`src/rtl/fetch_decode.sv`:
```
// Fetch and decode stages: PC sequencing with redirect/stall handling, the F->D
// pipeline register, and combinational field packing plus immediate generation.
module fetch_decode #(
  parameter logic [31:0] RESET_PC = 32'h0000_0000,
  parameter logic [31:0] NOP_INST = 32'h0000_0013
) (
  input  logic        clk,
  input  logic        rst,
  input  logic        stall,
  input  logic        next_pc_sel,
  input  logic [31:0] jb_target,
  input  logic [31:0] im_rdata,
  output logic [31:0] F_pc,
  output logic [31:0] D_pc,
  output logic [31:0] D_inst,
  output logic [23:0] D_out,
  output logic [31:0] D_imm,
  output logic        D_valid
);

  localparam int unsigned PC_STEP = 4;

  localparam logic [4:0] OP_IMME   = 5'b00100;
  localparam logic [4:0] OP_LOAD   = 5'b00000;
  localparam logic [4:0] OP_JALR   = 5'b11001;
  localparam logic [4:0] OP_STORE  = 5'b01000;
  localparam logic [4:0] OP_BRANCH = 5'b11000;
  localparam logic [4:0] OP_LUI    = 5'b01101;
  localparam logic [4:0] OP_AUIPC  = 5'b00101;
  localparam logic [4:0] OP_JAL    = 5'b11011;

  logic [4:0] opcode;

  // Pipeline state; priority is reset, then redirect, then stall, then advance.
  always_ff @(posedge clk) begin
    if (rst) begin
      F_pc    <= RESET_PC;
      D_pc    <= 32'h0000_0000;
      D_inst  <= NOP_INST;
      D_valid <= 1'b0;
    end else if (!next_pc_sel) begin
      // Redirect squashes whatever was fetched this cycle, even under stall.
      F_pc    <= {jb_target[31:2], 2'b00};
      D_pc    <= 32'h0000_0000;
      D_inst  <= NOP_INST;
      D_valid <= 1'b0;
    end else if (!stall) begin
      F_pc    <= F_pc + 32'(PC_STEP);
      D_pc    <= F_pc;
      D_inst  <= im_rdata;
      D_valid <= 1'b1;
    end
  end

  assign opcode = D_inst[6:2];

  // Field bundle for the controller: opcode, rd, funct3, rs1, rs2, funct7[5].
  assign D_out = {D_inst[30], D_inst[24:20], D_inst[19:15],
                  D_inst[14:12], D_inst[11:7], D_inst[6:2]};

  // Immediate generation by instruction format.
  always_comb begin
    D_imm = 32'h0000_0000;
    case (opcode)
      OP_IMME, OP_LOAD, OP_JALR:
        D_imm = {{20{D_inst[31]}}, D_inst[31:20]};
      OP_STORE:
        D_imm = {{20{D_inst[31]}}, D_inst[31:25], D_inst[11:7]};
      OP_BRANCH:
        D_imm = {{19{D_inst[31]}}, D_inst[31], D_inst[7], D_inst[30:25],
                 D_inst[11:8], 1'b0};
      OP_LUI, OP_AUIPC:
        D_imm = {D_inst[31:12], 12'h000};
      OP_JAL:
        D_imm = {{11{D_inst[31]}}, D_inst[31], D_inst[19:12], D_inst[20],
                 D_inst[30:21], 1'b0};
      default:
        D_imm = 32'h0000_0000;
    endcase
  end

endmodule

```
`config.mk`:
```
export PLATFORM = sky130hd
export DESIGN_NAME = fetch_decode
export DESIGN_NICKNAME = d
export VERILOG_FILES = /design/src/rtl/fetch_decode.sv
export SDC_FILE = /design/constraint.sdc
export NUM_CORES = 1
export LEC_CHECK = 0
export BUFFER_PORTS_ARGS = -buffer_cell sky130_fd_sc_hd__buf_2
export CELL_PAD_IN_SITES_DETAIL_PLACEMENT = 0
export CELL_PAD_IN_SITES_GLOBAL_PLACEMENT = 2
export CORE_MARGIN = 5
export CORE_UTILIZATION = 26
export CTS_CLUSTER_SIZE = 40
export DETAILED_ROUTE_END_ITERATION = 10
export GPL_ROUTABILITY_DRIVEN = 0
export PLACE_DENSITY_LB_ADDON = 0.3
export SLEW_MARGIN = 15
export SYNTH_ARGS = -nofsm -noshare
export SYNTH_HDL_FRONTEND = slang
export SYNTH_SLANG_ARGS = --single-unit
export TNS_END_PERCENT = 5
```
`constraint.sdc`:
```
create_clock -name clk -period 2.25 [get_ports clk]
set_clock_uncertainty 0.05 [all_clocks]
set_input_delay 0.45 -clock clk [delete_from_list [all_inputs] [get_ports clk]]
set_output_delay 0.45 -clock clk [all_outputs]
set_load 0.03 [all_outputs]
```
Word level (Yosys, flattened, before mapping)
Cells that the tools add are included.
{"block": "word_totals", "regBits": 97, "latch_bits": 0, "mem_bits_rw": 0, "rom_bits": 0, "in_bits": 68, "output_inout_bits": 153, "elab_cells": 22, "n_memories": 0}
{"block": "op_classes", "addsub": 1, "multipliers": 0, "div_mod_pow": 0, "n_lt_le_gt_ge": 0, "eq_ne": 8, "shifts": 0, "muxes": 3, "bitwise_logic": 1, "reduce_logical": 4}
{"operator": "32-bit one-hot mux with 5 select lines", "count": 1}
{"operator": "32-bit two-way mux", "count": 2}
{"operator": "32-bit by 3-bit adder with 32-bit output (second input constant)", "count": 1}
{"operator": "5-bit == test (second input constant)", "count": 3}
{"operator": "5-bit by 3-bit == test with 1-bit output (second input constant)", "count": 2}
{"operator": "5-bit by 4-bit == test with 1-bit output (second input constant)", "count": 2}
{"operator": "5-bit zero test", "count": 1}
{"operator": "2-bit OR reduction", "count": 2}
{"operator": "3-bit OR reduction", "count": 1}
{"operator": "2-bit != test (second input constant)", "count": 1}
{"operator": "1-bit NOT", "count": 1}

Logic depth before layout (Yosys ltp)
{"block": "logic_depth", "depth_word": 3, "mapped_depth": 6, "depth_no_buf": 5}

Worst setup path before layout
No wires, ideal clock.
{"block": "synth_timing", "path_kind": "reg2out", "startpoint": "register D_inst[6]", "endpoint": "output D_imm[20]", "t_arrival_ps": 1931, "t_required_ps": 1750, "setup_slack_ps": -181, "path_stages_with_launch": 7, "path_buffers": 2, "cell_sequence": "dfxtp_1 -> clkbuf_1 -> mux2i_1 -> a21boi_1 -> nand2b_1 -> clkbuf_1 -> nand2_1"}
{"block": "synth_via", "elab_chain_cells": 3, "elab_cells_between_ends": 11, "cone_classes": "7 x eq/ne; 1 x mux; 3 x reduce/logical"}
{"element": "from (decl)", "line": "15", "rtl": "output logic [31:0] D_inst,"}
{"element": "from (signal assigned)", "line": "50", "rtl": "D_inst <= im_rdata;"}
{"element": "5-bit by 3-bit == test with 1-bit output, or another cell as far along", "line": "64", "rtl": "case (opcode)"}
{"element": "3-bit OR reduction or 2-bit OR reduction (tied branches)", "line": "64"}
{"element": "32-bit one-hot mux with 5 select lines (*)", "line": "64"}
{"element": "to (decl)", "line": "17", "rtl": "output logic [31:0] D_imm,"}
Mark *: on every way between the ends. The rest lies on a longest branch, timed or not.

Worst setup path after layout
{"block": "layout_timing", "startpoint": "register D_inst[5]", "endpoint": "output D_imm[17]"}
Same word-level chain as after synthesis.

==> metrics.txt <==
outcome=complete, but fails checks; failing checks=negative setup slack; Crit Path Max Fanout=8; layout cells sized above 1=38.7%; crit share post-route=101%; routed wire length=15800 um; grt total ovfl=0; clock group share of total power=39.2%; I/O Buffers=214; Lkg Pwr=3.18 nW; CTS tree=done; global-route wire length before repair=24500 um; sequential share of power=43.0%; core area=17800 um2; Max-Cap Viols=0; multi-input logic area=2470 um2; final routed DRC violation total=0; via count=4622; Overall Power=0.00419 W; reg2reg setup slack=0.26 ns; All-Layer GR Usage=14.9%; Via density=4.76; Initial DRT Pass Iterations=4; number of hold violations in the final report=0; clk_lat worst skew=0.35 ns; Post-Syn Instances=534; Primary FF master, synth=dfxtp_1; fmax=442 MHz; Die W=144 um; Layout Cell Area excl Fill=6430 um2; Die Ht=144 um; Area Overhead vs Synth=38.0%; Switch Pwr=0.00121 W; switching part of the total power=28.8%; Worst EP required=1.75 ns; Yosys top cell by area=dfxtp_1; FP Rows=49; post-route minimum period=2.26 ns; initial antenna violation count=2; critical path capture point type=output port; synth warn=0; fin worst setup slack=-0.0132 ns; combinational power share=17.8%; Num Clock Sinks=93; Power per Cell Area=652 nW/um2; Hold WC Path Type=primary input to flip-flop; largest net degree at the start of global routing=64; synthesis-stage register bit count=93; IO Pins=221; Num CTS Buffers=9; Post-layout nets=806; Ant. Diodes=0; clock buffer depth=2; fraction of registers with async set or reset after synthesis=0%; Netlist cell types=55; drt wl/cell=16.3 um; CP Data Arrival Time=1.76 ns; Initial DRC Count=233; Seq. cell area=1880 um2; Synth top area share=40.0%; Setup TNS Final=-0.0180 ns; Slew Limit Fails=0; die area=20700 um2; Post-Syn Area=4660 um2; Post-synth EDFFs=0; vias in the first global route=4532; CP Launch Type=flip-flop; Starting Density=26.2%; H-tree levels=3; unrepaired setup endpoints after global routing=yes; DP HPWL=11700 um; Root Buffer=clkbuf_16; remaining antenna violation count after routing=0; clock slew at reported path FFs=0.07 ns; synth top area cells=dfxtp_1 40%, mux2i_1 13%, nor2_1 7.3%, buf_4 4.8%, nand2_1 3.1%; DP Worst Slack=0.113 ns; Filler cells=1922; Crit Path Category=flip-flop to output port; final setup fails=2; peak supply drop=361 uV; Placement Cell Area=5940 um2; Pint=0.00299 W; average size of a mapped cell=8.73 um2; post-synthesis sequential area ratio=40.0%
==> kinds of logic (layout without fill, tap and decap cells) <==
family                     Yosys count  in the layout  share of synthesized area, %
adders and majority gates            1              1                         0.268
DFF                                 93             93                          40.0
other                                1              4                        0.0805
AOI/OAI and AO/OA                   74             74                          11.8
buffers and inverters               71            275                          8.41
and+or+nand+nor                    224            224                          24.7
muxes                               60             60                          12.9
xor gates and xnor gates            10             10                          1.88
==> metal layers <==
| metal | track usage (%) | share of wire [%] | up-vias |
|---|---|---|---|
| met4 | 5.80 | 2.5 | 4 |
| met2 | 23.4 | 46 | 135 |
| li1 | - | - | 2271 |
| met3 | 3.69 | 6.4 | 27 |
| met5 | 0 | 0.089 | - |
| met1 | 19.6 | 45 | 2185 |
==> registers in the layout, indices dropped and copies added (netlist names) <==
name     flops
D_inst      32
D_pc        30
F_pc        30
D_valid      1
==> power by group through the flow <==
stage          sequential (W)  clock (W)  combinational (W)
6_report              0.00180    0.00165           0.000745
5_1_grt               0.00182    0.00177           0.000803
4_1_cts               0.00181    0.00172           0.000741
3_5_place_dp          0.00184          0           0.000728
3_3_place_gp          0.00184          0           0.000722
2_1_floorplan         0.00196          0           0.000352
==> critical path: stages (launching register included) <==
cell     delay [ns]
dfxtp_2        0.35
or3_4          0.41
a21oi_4        0.20
o21a_4         0.20
a21o_1         0.13
buf_6          0.13
==> cells in the mapped netlist, types with 5 or more instances <==
library cell and n:
dfxtp_1 93, nor2_1 91, mux2i_1 60, nand2_1 39, buf_4 30, clkbuf_1 21, nor2b_1 14, a211oi_1 13
buf_2 10, nand3_1 10, nor4_1 10, a21oi_1 9, nand4_1 9, xor2_1 9, a21o_1 8, a311oi_1 8
or4_1 8, o21ai_0 7, and3_1 6, and4_1 6, inv_1 6, o31ai_1 6, a22o_1 5, or3_1 5
==> layout by cell type, fill, tap and decap left out, types with 8 or more instances in the layout <==
cell / n
xor2_1: 9
dfxtp_1: 88
nor2b_1: 13
clkbuf_16: 9
a21oi_1: 8
nor4_1: 10
a21o_1: 8
buf_2: 200
buf_4: 42
or4_1: 8
buf_6: 8
nand3_1: 10
nand2_1: 39
mux2i_1: 60
a211oi_1: 13
nand4_1: 9
a311oi_1: 8
nor2_1: 91
==> area by class of cell <==
class	instances	area share (%)
multi-input combinational	373	38.5
sequential	93	29.2
timing repair buffer	253	22.6
tap	229	4.46
clock buffer	11	3.77
clock inverter	4	1.13
inverter	7	0.409
==> stage by stage <==
stage	instances	util (%)	hold WS [ns]
after CTS	965	35.7	0.270
after global placement	948	33.4	0.389
final	970	36.2	0.284
after detailed placement	948	33.4	0.398
after floorplan	537	-	0.521
after global routing	970	36.2	0.291
==> path summary, 6_finish.rpt <==
path | from | cells past startpoint | endpoint
max | D_inst[5] | 5 | D_imm[17]
min | im_rdata[19] | 3 | D_inst[19]
max reg2reg | F_pc[3] | 5 | F_pc[20]
min reg2reg | D_valid | 2 | D_valid
==> timing repair <==
action,CTS,global route
endpoints found under the setup margin,24,31
gates resized for setup,26,17
pin swaps,3,4
buffers inserted,2,5
hold buffers,0,0
Power figures use the tool's default switching activity.
